File: src/rtl/riscv_multicycle_ctrl.sv
// Multicycle RV32I control FSM: fetch/decode/execute/memory/writeback with a memory-wait watchdog.
// Define RISCV_ILLEGAL_TRAP_EN to trap on unrecognised opcodes instead of executing them as NOPs.
module riscv_multicycle_ctrl #(
  parameter int unsigned XLEN           = 32,
  parameter int unsigned TIMEOUT_CYCLES = 64
) (
  input  logic            clk_i,
  input  logic            rst_ni,
  input  logic [XLEN-1:0] instr_i,
  input  logic [2:0]      flags_i,
  input  logic            mem_ready_i,
  output logic            mem_req_o,
  output logic            mem_we_o,
  output logic            ir_we_o,
  output logic            pc_we_o,
  output logic            reg_write_o,
  output logic [1:0]      pc_src_o,
  output logic            alu_src_o,
  output logic [4:0]      alu_ctrl_o,
  output logic [2:0]      imm_src_o,
  output logic [1:0]      result_src_o,
  output logic [2:0]      state_o,
  output logic            timeout_o,
  output logic            illegal_o
);

  typedef enum logic [2:0] {
    StFetch     = 3'd0,
    StDecode    = 3'd1,
    StExecute   = 3'd2,
    StMemory    = 3'd3,
    StWriteback = 3'd4,
    StHalt      = 3'd5,
    StTrap      = 3'd6
  } state_e;

  localparam logic [6:0] OpLoad   = 7'd3;
  localparam logic [6:0] OpStore  = 7'd35;
  localparam logic [6:0] OpBranch = 7'd99;
  localparam logic [6:0] OpImm    = 7'd19;
  localparam logic [6:0] OpReg    = 7'd51;
  localparam logic [6:0] OpAuipc  = 7'd23;
  localparam logic [6:0] OpLui    = 7'd55;
  localparam logic [6:0] OpJalr   = 7'd103;
  localparam logic [6:0] OpJal    = 7'd111;

  localparam logic [XLEN-1:0] IrNop = XLEN'(32'h0000_0013);

  localparam int unsigned     CntW     = (TIMEOUT_CYCLES > 1) ? $clog2(TIMEOUT_CYCLES + 1) : 1;
  localparam logic [CntW-1:0] WaitLast = CntW'(TIMEOUT_CYCLES - 1);
  localparam bit              WdogEn   = (TIMEOUT_CYCLES != 0);

  state_e          state_q, state_d;
  logic [XLEN-1:0] ir_q, ir_d;
  logic [CntW-1:0] wait_q, wait_d, wait_inc;
  logic            timeout_q, timeout_d;
  logic            wait_expire;

  logic [6:0] opcode;
  logic [2:0] funct3;
  logic       funct7_b5;
  logic       is_load, is_store, is_branch, is_jal, is_jalr, op_legal, br_taken;
  logic       unused_ir;

  assign opcode    = ir_q[6:0];
  assign funct3    = ir_q[14:12];
  assign funct7_b5 = ir_q[30];
  assign unused_ir = ^{ir_q[XLEN-1:31], ir_q[29:15], ir_q[11:7]};

  assign is_load   = (opcode == OpLoad);
  assign is_store  = (opcode == OpStore);
  assign is_branch = (opcode == OpBranch);
  assign is_jal    = (opcode == OpJal);
  assign is_jalr   = (opcode == OpJalr);
  assign op_legal  = is_load | is_store | is_branch | is_jal | is_jalr | (opcode == OpImm) |
                     (opcode == OpReg) | (opcode == OpAuipc) | (opcode == OpLui);

  assign wait_inc    = (wait_q == '1) ? wait_q : wait_q + CntW'(1);
  assign wait_expire = WdogEn && !mem_ready_i && (wait_q == WaitLast);

  // flags_i = {zero, gt, gtu}
  always_comb begin
    case (funct3)
      3'd0:    br_taken = flags_i[2];
      3'd1:    br_taken = ~flags_i[2];
      3'd4:    br_taken = ~flags_i[1];
      3'd5:    br_taken = flags_i[1];
      3'd6:    br_taken = ~flags_i[0];
      3'd7:    br_taken = flags_i[0];
      default: br_taken = 1'b0;
    endcase
  end

  always_comb begin
    alu_ctrl_o   = 5'd0;
    imm_src_o    = 3'd0;
    alu_src_o    = 1'b1;
    result_src_o = 2'd0;
    case (opcode)
      OpReg: begin
        alu_src_o = 1'b0;
        case (funct3)
          3'd0:    alu_ctrl_o = funct7_b5 ? 5'd1 : 5'd0;
          3'd1:    alu_ctrl_o = 5'd2;
          3'd2:    alu_ctrl_o = 5'd4;
          3'd3:    alu_ctrl_o = 5'd5;
          3'd4:    alu_ctrl_o = 5'd6;
          3'd5:    alu_ctrl_o = funct7_b5 ? 5'd8 : 5'd7;
          3'd6:    alu_ctrl_o = 5'd11;
          default: alu_ctrl_o = 5'd12;
        endcase
      end
      OpImm: begin
        case (funct3)
          3'd0:    alu_ctrl_o = 5'd0;
          3'd1:    alu_ctrl_o = 5'd3;
          3'd2:    alu_ctrl_o = 5'd4;
          3'd3:    alu_ctrl_o = 5'd5;
          3'd4:    alu_ctrl_o = 5'd6;
          3'd5:    alu_ctrl_o = funct7_b5 ? 5'd10 : 5'd9;
          3'd6:    alu_ctrl_o = 5'd11;
          default: alu_ctrl_o = 5'd12;
        endcase
      end
      OpLoad:   result_src_o = 2'd1;
      OpStore:  imm_src_o = 3'd1;
      OpBranch: begin
        imm_src_o  = 3'd2;
        alu_ctrl_o = 5'd1;
        alu_src_o  = 1'b0;
      end
      OpJal: begin
        imm_src_o    = 3'd3;
        result_src_o = 2'd2;
      end
      OpJalr:   result_src_o = 2'd2;
      OpLui: begin
        imm_src_o  = 3'd4;
        alu_ctrl_o = 5'd13;
      end
      OpAuipc: begin
        imm_src_o    = 3'd4;
        alu_ctrl_o   = 5'd13;
        result_src_o = 2'd3;
      end
      default: ;
    endcase
  end

`ifdef RISCV_ILLEGAL_TRAP_EN
  logic illegal_q, illegal_d;
  assign illegal_o = illegal_q;
`else
  assign illegal_o = 1'b0;
`endif

  // Wait counter defaults to 0, which covers entry into FETCH/MEMORY and every mem_ready_i.
  always_comb begin
    state_d   = state_q;
    ir_d      = ir_q;
    wait_d    = '0;
    timeout_d = timeout_q;
`ifdef RISCV_ILLEGAL_TRAP_EN
    illegal_d = illegal_q;
`endif
    unique case (state_q)
      StFetch: begin
        if (mem_ready_i) begin
          ir_d    = instr_i;
          state_d = StDecode;
        end else if (wait_expire) begin
          timeout_d = 1'b1;
          state_d   = StHalt;
        end else begin
          wait_d = wait_inc;
        end
      end
      StDecode: begin
        state_d = StExecute;
`ifdef RISCV_ILLEGAL_TRAP_EN
        if (!op_legal) begin
          illegal_d = 1'b1;
          state_d   = StTrap;
        end
`endif
      end
      StExecute: begin
        if (is_load || is_store)        state_d = StMemory;
        else if (is_branch || !op_legal) state_d = StFetch;
        else                             state_d = StWriteback;
      end
      StMemory: begin
        if (mem_ready_i) begin
          state_d = is_store ? StFetch : StWriteback;
        end else if (wait_expire) begin
          timeout_d = 1'b1;
          state_d   = StHalt;
        end else begin
          wait_d = wait_inc;
        end
      end
      StWriteback: state_d = StFetch;
      default:     state_d = state_q;
    endcase
  end

  always_ff @(posedge clk_i or negedge rst_ni) begin
    if (!rst_ni) begin
      state_q   <= StFetch;
      ir_q      <= IrNop;
      wait_q    <= '0;
      timeout_q <= 1'b0;
`ifdef RISCV_ILLEGAL_TRAP_EN
      illegal_q <= 1'b0;
`endif
    end else begin
      state_q   <= state_d;
      ir_q      <= ir_d;
      wait_q    <= wait_d;
      timeout_q <= timeout_d;
`ifdef RISCV_ILLEGAL_TRAP_EN
      illegal_q <= illegal_d;
`endif
    end
  end

  logic       mem_req, mem_we, ir_we, pc_we, reg_write;
  logic [1:0] pc_src;

  always_comb begin
    mem_req   = 1'b0;
    mem_we    = 1'b0;
    ir_we     = 1'b0;
    pc_we     = 1'b0;
    reg_write = 1'b0;
    pc_src    = 2'd0;
    unique case (state_q)
      StFetch: begin
        mem_req = 1'b1;
        ir_we   = mem_ready_i;
      end
      StExecute: begin
        if (is_branch) begin
          pc_we  = 1'b1;
          pc_src = br_taken ? 2'd1 : 2'd0;
        end else if (!op_legal) begin
          pc_we = 1'b1;
        end
      end
      StMemory: begin
        mem_req = 1'b1;
        mem_we  = is_store;
        pc_we   = is_store & mem_ready_i;
      end
      StWriteback: begin
        reg_write = 1'b1;
        pc_we     = 1'b1;
        pc_src    = is_jalr ? 2'd2 : (is_jal ? 2'd1 : 2'd0);
      end
      default: ;
    endcase
  end

  // Reset gates the request/strobes combinationally so they drop without waiting for a clock.
  assign mem_req_o   = mem_req & rst_ni;
  assign mem_we_o    = mem_we & rst_ni;
  assign ir_we_o     = ir_we & rst_ni;
  assign pc_we_o     = pc_we & rst_ni;
  assign reg_write_o = reg_write & rst_ni;
  assign pc_src_o    = pc_src;
  assign state_o     = state_q;
  assign timeout_o   = timeout_q;

endmodule

File: config.mk
export PLATFORM = sky130hd
export DESIGN_NAME = riscv_multicycle_ctrl
export DESIGN_NICKNAME = d
export VERILOG_FILES = /design/src/rtl/riscv_multicycle_ctrl.sv
export SDC_FILE = /design/constraint.sdc
export NUM_CORES = 1
export LEC_CHECK = 0
export BUFFER_PORTS_ARGS = -buffer_cell sky130_fd_sc_hd__buf_2
export CORE_MARGIN = 2
export CORE_UTILIZATION = 47
export CTS_CLUSTER_DIAMETER = 40
export DETAILED_ROUTE_END_ITERATION = 10
export MAX_ROUTING_LAYER = met4
export PLACE_DENSITY = 0.8
export SLEW_MARGIN = 20
export SYNTH_ARGS = -nofsm -noshare
export SYNTH_HDL_FRONTEND = slang
export SYNTH_SLANG_ARGS = --single-unit
File: constraint.sdc
create_clock -name clk_i -period 2.1 [get_ports clk_i]
set_input_delay 0.105 -clock clk_i [delete_from_list [all_inputs] [get_ports clk_i]]
set_output_delay 0.105 -clock clk_i [all_outputs]
set_load 0.05 [all_outputs]
Word level (Yosys, flattened, before mapping)
Index checks and enable logic that the tools add are counted.
{ "op_classes": {"bitwise": 18, "addsub": 1, "muxes": 33, "eq_ne": 23, "reduce_logical": 14} }
{ "op_table": {"columns": ["cell", "n"], "rows": [
  ["case mux 4 bit (7 select lines)", 2],
  ["== test 7 x 6 -> 1 bit (second input constant)", 4],
  ["== test 7 bit (second input constant)", 4],
  ["2-to-1 mux 7 bit", 4],
  ["2-to-1 mux 3 bit", 6],
  ["case mux 4 bit (4 select lines)", 1],
  ["== test 3 bit (second input constant)", 5],
  ["case mux 3 bit (5 select lines)", 1],
  ["== test 7 x 5 -> 1 bit (second input constant)", 2],
  ["== test 3 x 2 -> 1 bit (second input constant)", 4],
  ["case mux 3 bit (4 select lines)", 1],
  ["2-to-1 mux 1 bit", 11],
  ["bitwise OR 1 bit", 8],
  ["OR reduction 2 bit", 4],
  ["adder 7 x 1 -> 7 bit (second input constant)", 1],
  ["== test 7 x 2 -> 1 bit (second input constant)", 1],
  ["AND 1 bit", 6],
  ["== test 3 x 1 -> 1 bit (second input constant)", 2],
  ["logical NOT 3 bit", 2],
  ["case mux 1 bit (6 select lines)", 1],
  ["case mux 2 bit (3 select lines)", 1],
  ["nonzero test 5 bit", 1],
  ["2-to-1 mux 2 bit", 2],
  ["2-to-1 mux 4 bit", 1],
  ["9 further kinds", 14]
]} }
{ "word_totals": {"regBits": 42, "output_inout_bits": 23} }

Logic depth before layout (Yosys ltp)
{ "logic_depth": {"word_depth": 14, "mapped_depth": 7, "ltp_nobuf": 5} }

Least setup slack after synthesis
Ideal clock, no wire load.
{ "synth_timing": {"kind": "reg-to-output", "start": "register ir_q[1]", "end": "output mem_we_o", "arrival_ps": 2588, "slack_ps": -593, "stages_incl_launch_ff": 4, "cell_sequence": "dfstp_2 nand4bb_1 or3_1 nor4_1"} }
{ "synth_via": {"elab_chain_cells": 3} }
{ "synth_lines": {"columns": ["item", "line_no", "source"], "rows": [
  ["from (decl)", "54", "logic [XLEN-1:0] ir_q, ir_d;"],
  ["from (signal assigned)", "210", "ir_q <= IrNop;"],
  ["from (signal assigned)", "218", "ir_q <= ir_d;"],
  ["== test 7 x 6 -> 1 bit", "71", "assign is_store = (opcode == OpStore);"],
  ["2-to-1 mux 1 bit", "237", "unique case (state_q)"],
  ["AND 1 bit", "266", "assign mem_we_o = mem_we & rst_ni;"],
  ["to (decl)", "13", "output logic mem_we_o,"]
]} }
No other way between the ends.

Worst setup path in the final report
{ "layout_timing": {"start": "register ir_q[4]", "end": "output pc_we_o"} }
{ "layout_via": {"elab_chain_cells": 13, "elab_cells_between_ends": 22, "classes_between": "eq/ne: 9; mux: 3; bitwise: 10"} }
{ "layout_lines": {"columns": ["item", "line_no", "source"], "rows": [
  ["== test 7 x 2 -> 1 bit / == test 7 x 6 -> 1 bit (equally long branches)", "70, 71", null],
  ["bitwise OR 1 bit (6 in a row)", "75", "assign op_legal = is_load | is_store | is_branch | is_jal | is_jalr | (opcode == OpImm) |"],
  ["bitwise OR 1 bit (2 in a row)", "76", "(opcode == OpReg) | (opcode == OpAuipc) | (opcode == OpLui);"],
  ["2-to-1 mux 1 bit", "246", "end else if (!op_legal) begin"],
  ["2-to-1 mux 1 bit", "243", "if (is_branch) begin"],
  ["case mux 1 bit (3 select lines) *", "237", null],
  ["AND 1 bit *", "268", "assign pc_we_o = pc_we & rst_ni;"],
  ["to (decl)", "15", "output logic pc_we_o,"]
]} }
Mark *: on every way between the ends. The rest lies on a longest branch, timed or not.

==> results.yml <==
run_status:
  status: "finished, violations left"
  violations: "design-rule violations, negative setup slack"
timing:
  hold_viol_final: 0
  final.setup.tns_ns: -0.07685
  fin_crit_sh: 1.037
  period_minus_slack_ns: 2.177
  fmaxAchievable_mhz: 459.4
  fin_skew_ns: 0.01083
  slew_viol_final: 0
  setup_viol: 1
  timing.final.ws_setup_ns: -0.07685
  whs_ns: 0.02674
  rsz0062_at_grt: "true"
global_route:
  grt.overflow.total: 0
  grt_pass1_vias: 1238
  grt_pass1_wl_um: 5368
  grtUsageTotal: 0.2082
  grt_max_degree: 24
  antenna_found_initial: 0
worst_setup_path:
  critical_path.max_fanout: 6
  end_kind: "primary output"
  worstPathRequired_ns: 2.00
  reg2regPathDepth: 4
  reg2reg_slack_ns: 0.36
  r2r-start: "ir_q[1]"
  critPathKind: "register to primary output"
  start_kind: "register"
  regToRegEndpoint: "state_o[2]"
  arrival_ns: 2.07
clocking:
  clock_latency_ns: 0.31
  cts_tree: "yes"
  clk_path_buf_depth: 2
  path_clk_slew_ns: 0.11
  cts_root_buffer: "clkbuf_4"
  numCtsBuffers: 3
  clock_sinks: 22
  cts_max_level: 1
routing:
  drc: 4
  drt-total-wl_um: 3299
  first_pass_iters: 7
  postRouteAntennaNets: 0
  via_per_inst: 5.811
  vias: 1325
  drt_iter0_drc: 71
  detail_route.wl_per_cell_um: 14.47
logic_synthesis:
  async_flop_share: 1.000
  synth_seq_area_share: 0.3920
  synth_commonest_cells: "dfrtp_1 (19), nor2_1 (15), a21oi_1 (11)"
  synth_area_um2: 1414
  ys.flop_type: "dfrtp_1"
  synth_top_area_cell: "dfrtp_1"
  synthTopCellsByArea: "dfrtp_1 (34%), mux2_2 (8.0%), dfstp_2 (5.6%), nor2_1 (4.0%), a21oi_1 (3.9%)"
  synth_warnings: 0
  synth.most_common_cell: "dfrtp_1"
  ys_types: 51
  synth_edf_count: 0
  synth_top_area_frac: 0.3363
  synth-seq-cells: 22
  synthCells: 156
  syn_area_per_cell_um2: 9.063
pwr:
  leakage_uw: 0.0007983
  power.density_nw_per_um2: 374.5
  ir_worst_vdd_mv: 0.2915
layout:
  area_delta_synth_final_pct: 25.84
  final_util: 0.6343
  antennaDiodeCount: 0
  seqCellArea_um2: 554.3
  nFillCells: 228
  nets: 237
  drive_gt1_frac: 0.3807
  multi_input_area_um2: 842.1
flow_run:
  drv_cap: 0
die:
  dieArea_um2: 3463
  die_w_um: 58.85
  die_y_um: 58.85
  start_util: 0.5040
  ios: 61
  core_area_um2: 2805
  num_rows: 19
worst_hold_path:
  hold_end: "ir_q[0]"
  hp-start: "instr_i[0]"
  min_path_type: "primary input to register"
  hold-path-cell-count: 2
place:
  dp_hpwl_um: 2466
  portBuffers: 37
  gp_congestion: 0.7990
## flip-flops by register name (all words and copies together) (netlist names)
| name | cells |
|---|---|
| ir_q | 11 |
| wait_q | 7 |
| state_o | 3 |
| timeout_o | 1 |
## cell families after synthesis
kind of cell,count (synthesis),share of synthesized area
fa+ha+maj,1,0.008848
flops,22,0.3920
compound gates,37,0.1681
other cells,1,0.002652
xor+xnor,3,0.01859
simple gates,63,0.2558
buf+inv,17,0.06018
mux,12,0.09381
## layout by cell type, fill, tap and decap left out, types with 2 or more instances in the layout
cell type,Yosys,routed
buf_6,1,2
dfstp_2,3,3
buf_4,3,11
and3_1,2,2
conb_1,1,2
or3_1,3,3
a211oi_1,4,4
inv_1,6,6
a21boi_0,2,2
nand2b_1,4,4
mux2_2,10,10
nand3_1,6,6
nor3b_1,2,2
and2_1,3,3
xnor2_1,2,2
dfrtp_1,19,19
nor2_1,15,15
o211ai_1,2,2
o31ai_1,3,2
a21oi_1,11,11
nor3_2,0,2
o21ai_0,6,3
dlygate4sd3_1,0,2
mux2i_1,2,2
o21ai_1,0,3
nand2_1,9,9
buf_2,2,28
clkbuf_4,0,7
## layer usage
layer / up-vias / GRT usage / routed length [um]
li1: 645 / - / -
met1: 628 / 0.2602 / 1402
met2: 46 / 0.3476 / 1681
met3: 6 / 0.01978 / 159
met4: 0 / 0.08117 / 55
met5: - / - / 0
## through the flow
step / total power [uW] / cells / worst slack [ns] / instance area [um^2]
after global routing: 698.2 / 228 / -0.1340 / 1779
final: 666.3 / 228 / -0.07685 / 1779
after floorplan: 449.6 / 157 / -0.03759 / 1461
after detailed placement: 473.5 / 221 / 0.06155 / 1675
after global placement: 472.5 / 221 / 0.07391 / 1675
after CTS: 676.2 / 227 / -0.08459 / 1759
## timing repair
item | 4_1_cts | 5_1_grt
hold buffers | 1 | 1
buffers inserted | 1 | 0
cloned | 0 | 0
pin swaps | 2 | 0
gates resized for setup | 9 | 4
setup endpoints to repair | 8 | 8
endpoints found under the hold margin | 19 | 1
## worst max-delay path by stage
stage / depth (start not counted) / slack [ns] / endpoint / from
floorplan: 3 / -0.04 / mem_we_o / ir_q[1]
CTS: 5 / -0.08 / pc_we_o / ir_q[4]
global placement: 5 / 0.07 / pc_we_o / ir_q[4]
detailed placement: 5 / 0.06 / pc_we_o / ir_q[4]
finish: 6 / -0.08 / pc_we_o / ir_q[4]
global route: 5 / -0.13 / pc_we_o / ir_q[4]
## report_power, final
group	switching [uW]	leakage, uW	internal [uW]	total [uW]
Clock	124	0.0000150	74.2	198
Sequential	0	0.000270	424	424
Combinational	27.0	0.000513	17.3	44.3
Total	151	0.000798	515	666
## critical path: stages, from the launching register on
cell and delay [ns]:
dfstp_2 0.56, or2b_2 0.32, or3_4 0.38, inv_1 0.12, or4_4 0.15, a31oi_4 0.07
buf_6 0.16
## cell type report
cell class                      instances  area share
Inverter                                6     0.01266
Clock buffer                            4     0.01477
Multi-Input combinational cell        118      0.4733
Timing Repair Buffer                   47      0.1660
Tap cell                               31     0.02180
Sequential cell                        22      0.3115
(Power assumes the default switching activity.)
